===== config.mk =====
export PLATFORM = sky130hd
export DESIGN_NAME = pc_sequencer
export DESIGN_NICKNAME = d
export VERILOG_FILES = /design/src/rtl/pc_sequencer_pkg.sv /design/src/rtl/pc_sequencer_downcnt.sv /design/src/rtl/pc_sequencer.sv
export SDC_FILE = /design/constraint.sdc
export NUM_CORES = 1
export LEC_CHECK = 0
export CAP_MARGIN = 30
export CELL_PAD_IN_SITES_DETAIL_PLACEMENT = 1
export CELL_PAD_IN_SITES_GLOBAL_PLACEMENT = 2
export CORE_MARGIN = 2
export CORE_UTILIZATION = 29
export DETAILED_ROUTE_END_ITERATION = 8
export GPL_ROUTABILITY_DRIVEN = 1
export PLACE_DENSITY_LB_ADDON = 0.08
export SETUP_SLACK_MARGIN = 0.3
export SYNTH_ARGS = -nofsm -noshare
export SYNTH_HDL_FRONTEND = slang
export SYNTH_SLANG_ARGS = --single-unit

===== constraint.sdc =====
create_clock -name clk_in -period 1.7 [get_ports clk_in]
set_input_delay 0.34 -clock clk_in [delete_from_list [all_inputs] [get_ports clk_in]]
set_output_delay 0.34 -clock clk_in [all_outputs]
set_load 0.02 [all_outputs]

===== src/rtl/pc_sequencer_pkg.sv =====
// Shared types for the fetch-stage PC sequencer: FSM state encoding and counter width.
package pc_sequencer_pkg;

    localparam int CNT_W = 4;

    typedef enum logic [1:0] {
        S_IDLE  = 2'd0,
        S_RUN   = 2'd1,
        S_FLUSH = 2'd2,
        S_HALT  = 2'd3
    } seq_state_t;

endpackage


===== src/rtl/pc_sequencer_downcnt.sv =====
// Loadable down-counter with a zero flag; load wins over decrement, decrement stops at zero.
module pc_sequencer_downcnt
    import pc_sequencer_pkg::*;
#(
    parameter logic [CNT_W-1:0] RESET_VAL = '0
) (
    input  logic             clk,
    input  logic             rst,
    input  logic             load,
    input  logic [CNT_W-1:0] load_val,
    input  logic             dec,
    output logic             zero
);

    logic [CNT_W-1:0] cnt;

    always_ff @(posedge clk or posedge rst) begin
        if (rst) begin
            cnt <= RESET_VAL;
        end else if (load) begin
            cnt <= load_val;
        end else if (dec && (cnt != '0)) begin
            cnt <= cnt - 1'b1;
        end
    end

    assign zero = (cnt == '0);

endmodule


===== src/rtl/pc_sequencer.sv =====
// Fetch-stage controller: owns the PC, chooses sequential/stall/branch/restart each cycle,
// and drives the IF/ID flush and stall controls.
module pc_sequencer
    import pc_sequencer_pkg::*;
#(
    parameter int PC_W      = 6,
    parameter int RESET_PC  = 0,
    parameter int FLUSH_CYC = 2,
    parameter int MAX_STALL = 7
) (
    input  logic            clk_in,
    input  logic            rst_in,
    input  logic            hazard_in,
    input  logic            branch_taken_in,
    input  logic [PC_W-1:0] branch_target_in,
    input  logic            stall_in,
    input  logic            halt_in,
    output logic [PC_W-1:0] pc_out,
    output logic            flush_out,
    output logic            stall_out,
    output logic            valid_out,
    output logic            wdog_out,
    output logic [1:0]      state_out
);

    localparam logic [PC_W-1:0]  RST_PC     = PC_W'(RESET_PC);
    localparam logic [CNT_W-1:0] FLUSH_LOAD = CNT_W'(FLUSH_CYC - 1);
    localparam logic [CNT_W-1:0] STALL_LOAD = CNT_W'(MAX_STALL - 1);

    seq_state_t      state;
    logic [PC_W-1:0] pc_q;
    logic            flush_q, stall_q, valid_q, wdog_q;

    logic f_zero, f_load, f_dec;
    logic s_zero, s_load, s_dec;
    logic wd_fire, restart, run;

    // The stall counter runs from MAX_STALL-1 down; reaching zero while still stalled trips the watchdog.
    assign run     = (state == S_RUN);
    assign wd_fire = run && stall_in && s_zero;
    assign restart = hazard_in || wd_fire;

    assign f_load = (run && (restart || branch_taken_in)) || ((state == S_FLUSH) && hazard_in);
    assign f_dec  = (state == S_FLUSH) && !hazard_in;
    assign s_dec  = run && !restart && !branch_taken_in && !halt_in && stall_in;
    assign s_load = !s_dec;

    pc_sequencer_downcnt #(.RESET_VAL('0)) u_flush_cnt (
        .clk      (clk_in),
        .rst      (rst_in),
        .load     (f_load),
        .load_val (FLUSH_LOAD),
        .dec      (f_dec),
        .zero     (f_zero)
    );

    pc_sequencer_downcnt #(.RESET_VAL(STALL_LOAD)) u_stall_cnt (
        .clk      (clk_in),
        .rst      (rst_in),
        .load     (s_load),
        .load_val (STALL_LOAD),
        .dec      (s_dec),
        .zero     (s_zero)
    );

    always_ff @(posedge clk_in or posedge rst_in) begin
        if (rst_in) begin
            state   <= S_IDLE;
            pc_q    <= RST_PC;
            flush_q <= 1'b0;
            stall_q <= 1'b0;
            valid_q <= 1'b0;
            wdog_q  <= 1'b0;
        end else begin
            wdog_q <= 1'b0;
            case (state)
                S_IDLE: begin
                    state   <= S_RUN;
                    valid_q <= 1'b1;
                end
                S_RUN: begin
                    if (restart) begin
                        pc_q    <= RST_PC;
                        flush_q <= 1'b1;
                        stall_q <= 1'b0;
                        valid_q <= 1'b0;
                        wdog_q  <= wd_fire;
                        state   <= S_FLUSH;
                    end else if (branch_taken_in) begin
                        pc_q    <= branch_target_in;
                        flush_q <= 1'b1;
                        stall_q <= 1'b0;
                        valid_q <= 1'b0;
                        state   <= S_FLUSH;
                    end else if (halt_in) begin
                        valid_q <= 1'b0;
                        stall_q <= 1'b0;
                        state   <= S_HALT;
                    end else if (stall_in) begin
                        stall_q <= 1'b1;
                    end else begin
                        pc_q    <= pc_q + PC_W'(1);
                        stall_q <= 1'b0;
                    end
                end
                S_FLUSH: begin
                    // Wrong-path fetches: only a fresh hazard can change course here.
                    if (hazard_in) begin
                        pc_q    <= RST_PC;
                        flush_q <= 1'b1;
                        valid_q <= 1'b0;
                    end else begin
                        pc_q <= pc_q + PC_W'(1);
                        if (f_zero) begin
                            flush_q <= 1'b0;
                            valid_q <= 1'b1;
                            state   <= S_RUN;
                        end
                    end
                end
                default: begin
                    flush_q <= 1'b0;
                    stall_q <= 1'b0;
                    valid_q <= 1'b0;
                end
            endcase
        end
    end

    assign pc_out    = pc_q;
    assign flush_out = flush_q;
    assign stall_out = stall_q;
    assign valid_out = valid_q;
    assign wdog_out  = wdog_q;
    assign state_out = state;

endmodule

==> results.toml <==
[detailed_routing]
top_layer_used = "met4"
wl_met1_mm = 1.89
antenna_left = 0
first_pass_iters = 4
avgRoutedWirePerCell_microns = 16.4
drt_wl_total_mm = 4.40
vias_per_cell = 5.09
routed-wl-met3_microns = 68
wl_met2_mm = 2.42
initialDrtViolationCount = 65
vias = 1370
drc = 0

[timing]
slew_headroom_pct = 75.3
hold_violations = 0
fin_crit_ps = 1850
rsz0062_at_grt = "yes"
timing.hold.ws_ps = 404
setup_ws_ps = -153
finClkSkew_ps = 8.83
finalSetupViolations = 13
max_freq_mhz = 540
period_share_pct = 109
worstMarginPinSlew_ps = 367
slew_violations = 0

[finish]
layout_common_cells = "buf_4 (38), dfrtp_1 (15), buf_6 (13)"
layout_commonest_cell = "buf_4"
drive_above_1_share_pct = 49.3
seq_area_sq_um = 507
fill_cells = 515
nNetsFinal = 239
syn2layout_area_growth_pct = 70.7
diodes = 0
multiInputGateArea_sq_um = 985

[global_routing]
first_global_vias = 1393
antenna_found_initial = 0
grt_max_degree = 21
grt_pass1_wl_mm = 6.80
grt_usage_pct = 16.7
overflow = 0

[die]
dieHeight_microns = 72.5
dieArea_sq_um = 5250
fp.dieW_microns = 72.5
initial_core_util_pct = 30.6
pin_count = 24
core_area_sq_um = 4440
row_count = 24

[place]
port-buffer-count = 23
place.gp.congestion = 0.774
place_hpwl_mm = 3.05

[clock_network]
cts_sinks = 20
h-tree-depth = 1
clock_path_buffers = 2
tritoncts = "yes"
cts_buffers = 3
clk_latency_ps = 270
clk_pin_slew_ps = 90
cts_root_buf = "clkbuf_8"

[synthesis]
syn_area_per_cell_sq_um = 9.25
synth_area_sq_um = 1360
yosysWarningCount = 0
syn_inst = 147
synth.area.top_cells = "dfrtp_1 (33%), ha_1 (8.3%), dfstp_2 (3.9%), inv_1 (3.3%), nor2_1 (3.0%)"
synth_top_area_share_pct = 33.1
synth_nets = 168
yosysSeqAreaShare_pct = 37.0
async_flop_share_pct = 100
synth_cell_types = 50
yosys.area.top_type = "dfrtp_1"
yosys_most_used_dff = "dfrtp_1"
synth_edf_count = 0
ys_seq_elements = 20

[power_and_ir_drop]
vdd_drop_max_v = 0.000631
power_mw = 3.34
power_leakage_nw = 1.01
power.density_nw_per_um2 = 1440

[status]
outcome = "finished with violations"
violations = "negative setup slack"

[critical_path]
endpoint_kind = "flip-flop"
worstPathCellList = "inv_2, ha_4, and4bb_4, buf_12, a2111oi_4, a211oi_2, o32ai_2"
worstPathArrival_ps = 2020
max_stage_delay_ps = 560
r2r_cells = 7
cp-start-kind = "flip-flop"
cp.required_ps = 1870
slowest_stage = "dfstp_2"
critPathMaxFanout = 6
critPathKind = "reg -> reg"

[min_path]
min_path_type = "in -> async"

[job]
cap_viol_max_count = 0
power breakdown:
part	internal [mW]	switching (mW)
logic	1.14	1.02
clock network	0.315	0.180
registers	0.598	0.0932
synthesized netlist by cell type, types with 2 or more instances:
| cell | n |
|---|---|
| ha_1 | 9 |
| dfstp_2 | 2 |
| buf_2 | 2 |
| nand3_1 | 7 |
| nor2_1 | 11 |
| nor2b_1 | 3 |
| a21o_1 | 2 |
| and2_1 | 3 |
| o32a_1 | 3 |
| nor3_1 | 4 |
| a21oi_1 | 8 |
| o21ai_1 | 5 |
| o31ai_1 | 2 |
| xor2_1 | 2 |
| dfrtp_1 | 18 |
| o21ai_0 | 6 |
| nor3b_1 | 2 |
| buf_6 | 2 |
| clkbuf_1 | 5 |
| inv_1 | 12 |
| nand2_1 | 8 |
| nand2b_1 | 3 |
kinds of logic after synthesis:
family,count (synthesis),share of synthesized area (%)
xor gates and xnor gates,3,1.93
buffers and inverters,21,7.08
muxes,2,1.66
AOI/OAI and AO/OA,43,24.0
and+or+nand+nor,49,20.1
DFF,20,37.0
adders and majority gates,9,8.28
final cells by class:
| class | instances | area share [%] |
|---|---|---|
| repair buffers | 75 | 28.0 |
| flip-flops and latches | 20 | 21.8 |
| well taps | 52 | 2.80 |
| inverters | 12 | 1.94 |
| clock buffers | 3 | 1.78 |
| clock inverters | 1 | 1.29 |
| multi-input cells | 106 | 42.4 |
stage by stage:
| step | std cells | util [%] | instance area, sq um | setup TNS (ps) | setup WS (ps) |
|---|---|---|---|---|---|
| after detailed placement | 252 | 44.5 | 1980 | -5060 | -372 |
| after global routing | 269 | 52.3 | 2320 | -1880 | -211 |
| final | 269 | 52.3 | 2320 | -958 | -153 |
| after floorplan | 147 | - | 1440 | -629 | -168 |
| after CTS | 263 | 48.6 | 2160 | -1170 | -170 |
| after global placement | 252 | 44.5 | 1980 | -4240 | -329 |
path summary, 6_finish.rpt:
path                                    start  slack, ps                  to
setup / recovery           u_stall_cnt.cnt[1]       -150           pc_out[4]
hold / removal                         rst_in        400        state_out[0]
setup reg to reg           u_stall_cnt.cnt[1]       -150           pc_out[4]
hold reg to reg                     valid_out        530           valid_out
max in group asynchronous              rst_in       1010  u_stall_cnt.cnt[2]
min in group clk_in                 valid_out        530           valid_out
sequential cells by signal (all words and copies together), names as in the netlist:
signal           cells
flush_out            1
pc_out               6
wdog_out             1
valid_out            1
u_flush_cnt.cnt      4
u_stall_cnt.cnt      4
stall_out            1
state_out            2
timing repair:
item	CTS	global route
setup endpoints to repair	32	23
buffers inserted	7	6
gates resized for setup	45	31
hold buffers	0	0
pin swaps	10	13
critical path: cells and delay by family, from the launching register on:
kind	cells	cell delay, ps
adder cells (fa/ha/maj)	1	150
buffers and inverters	2	200
AO/OA/AOI/OAI	3	590
flip-flops	1	560
AND/OR/NAND/NOR	1	240
routing by layer:
layer / up-vias / global-route usage, %
li1: 668 / -
met1: 686 / 20.6
met2: 12 / 30.9
met3: 4 / 2.50
met4: 0 / 3.09
met5: - / 0
No activity file was read; power rests on OpenSTA's default activity.
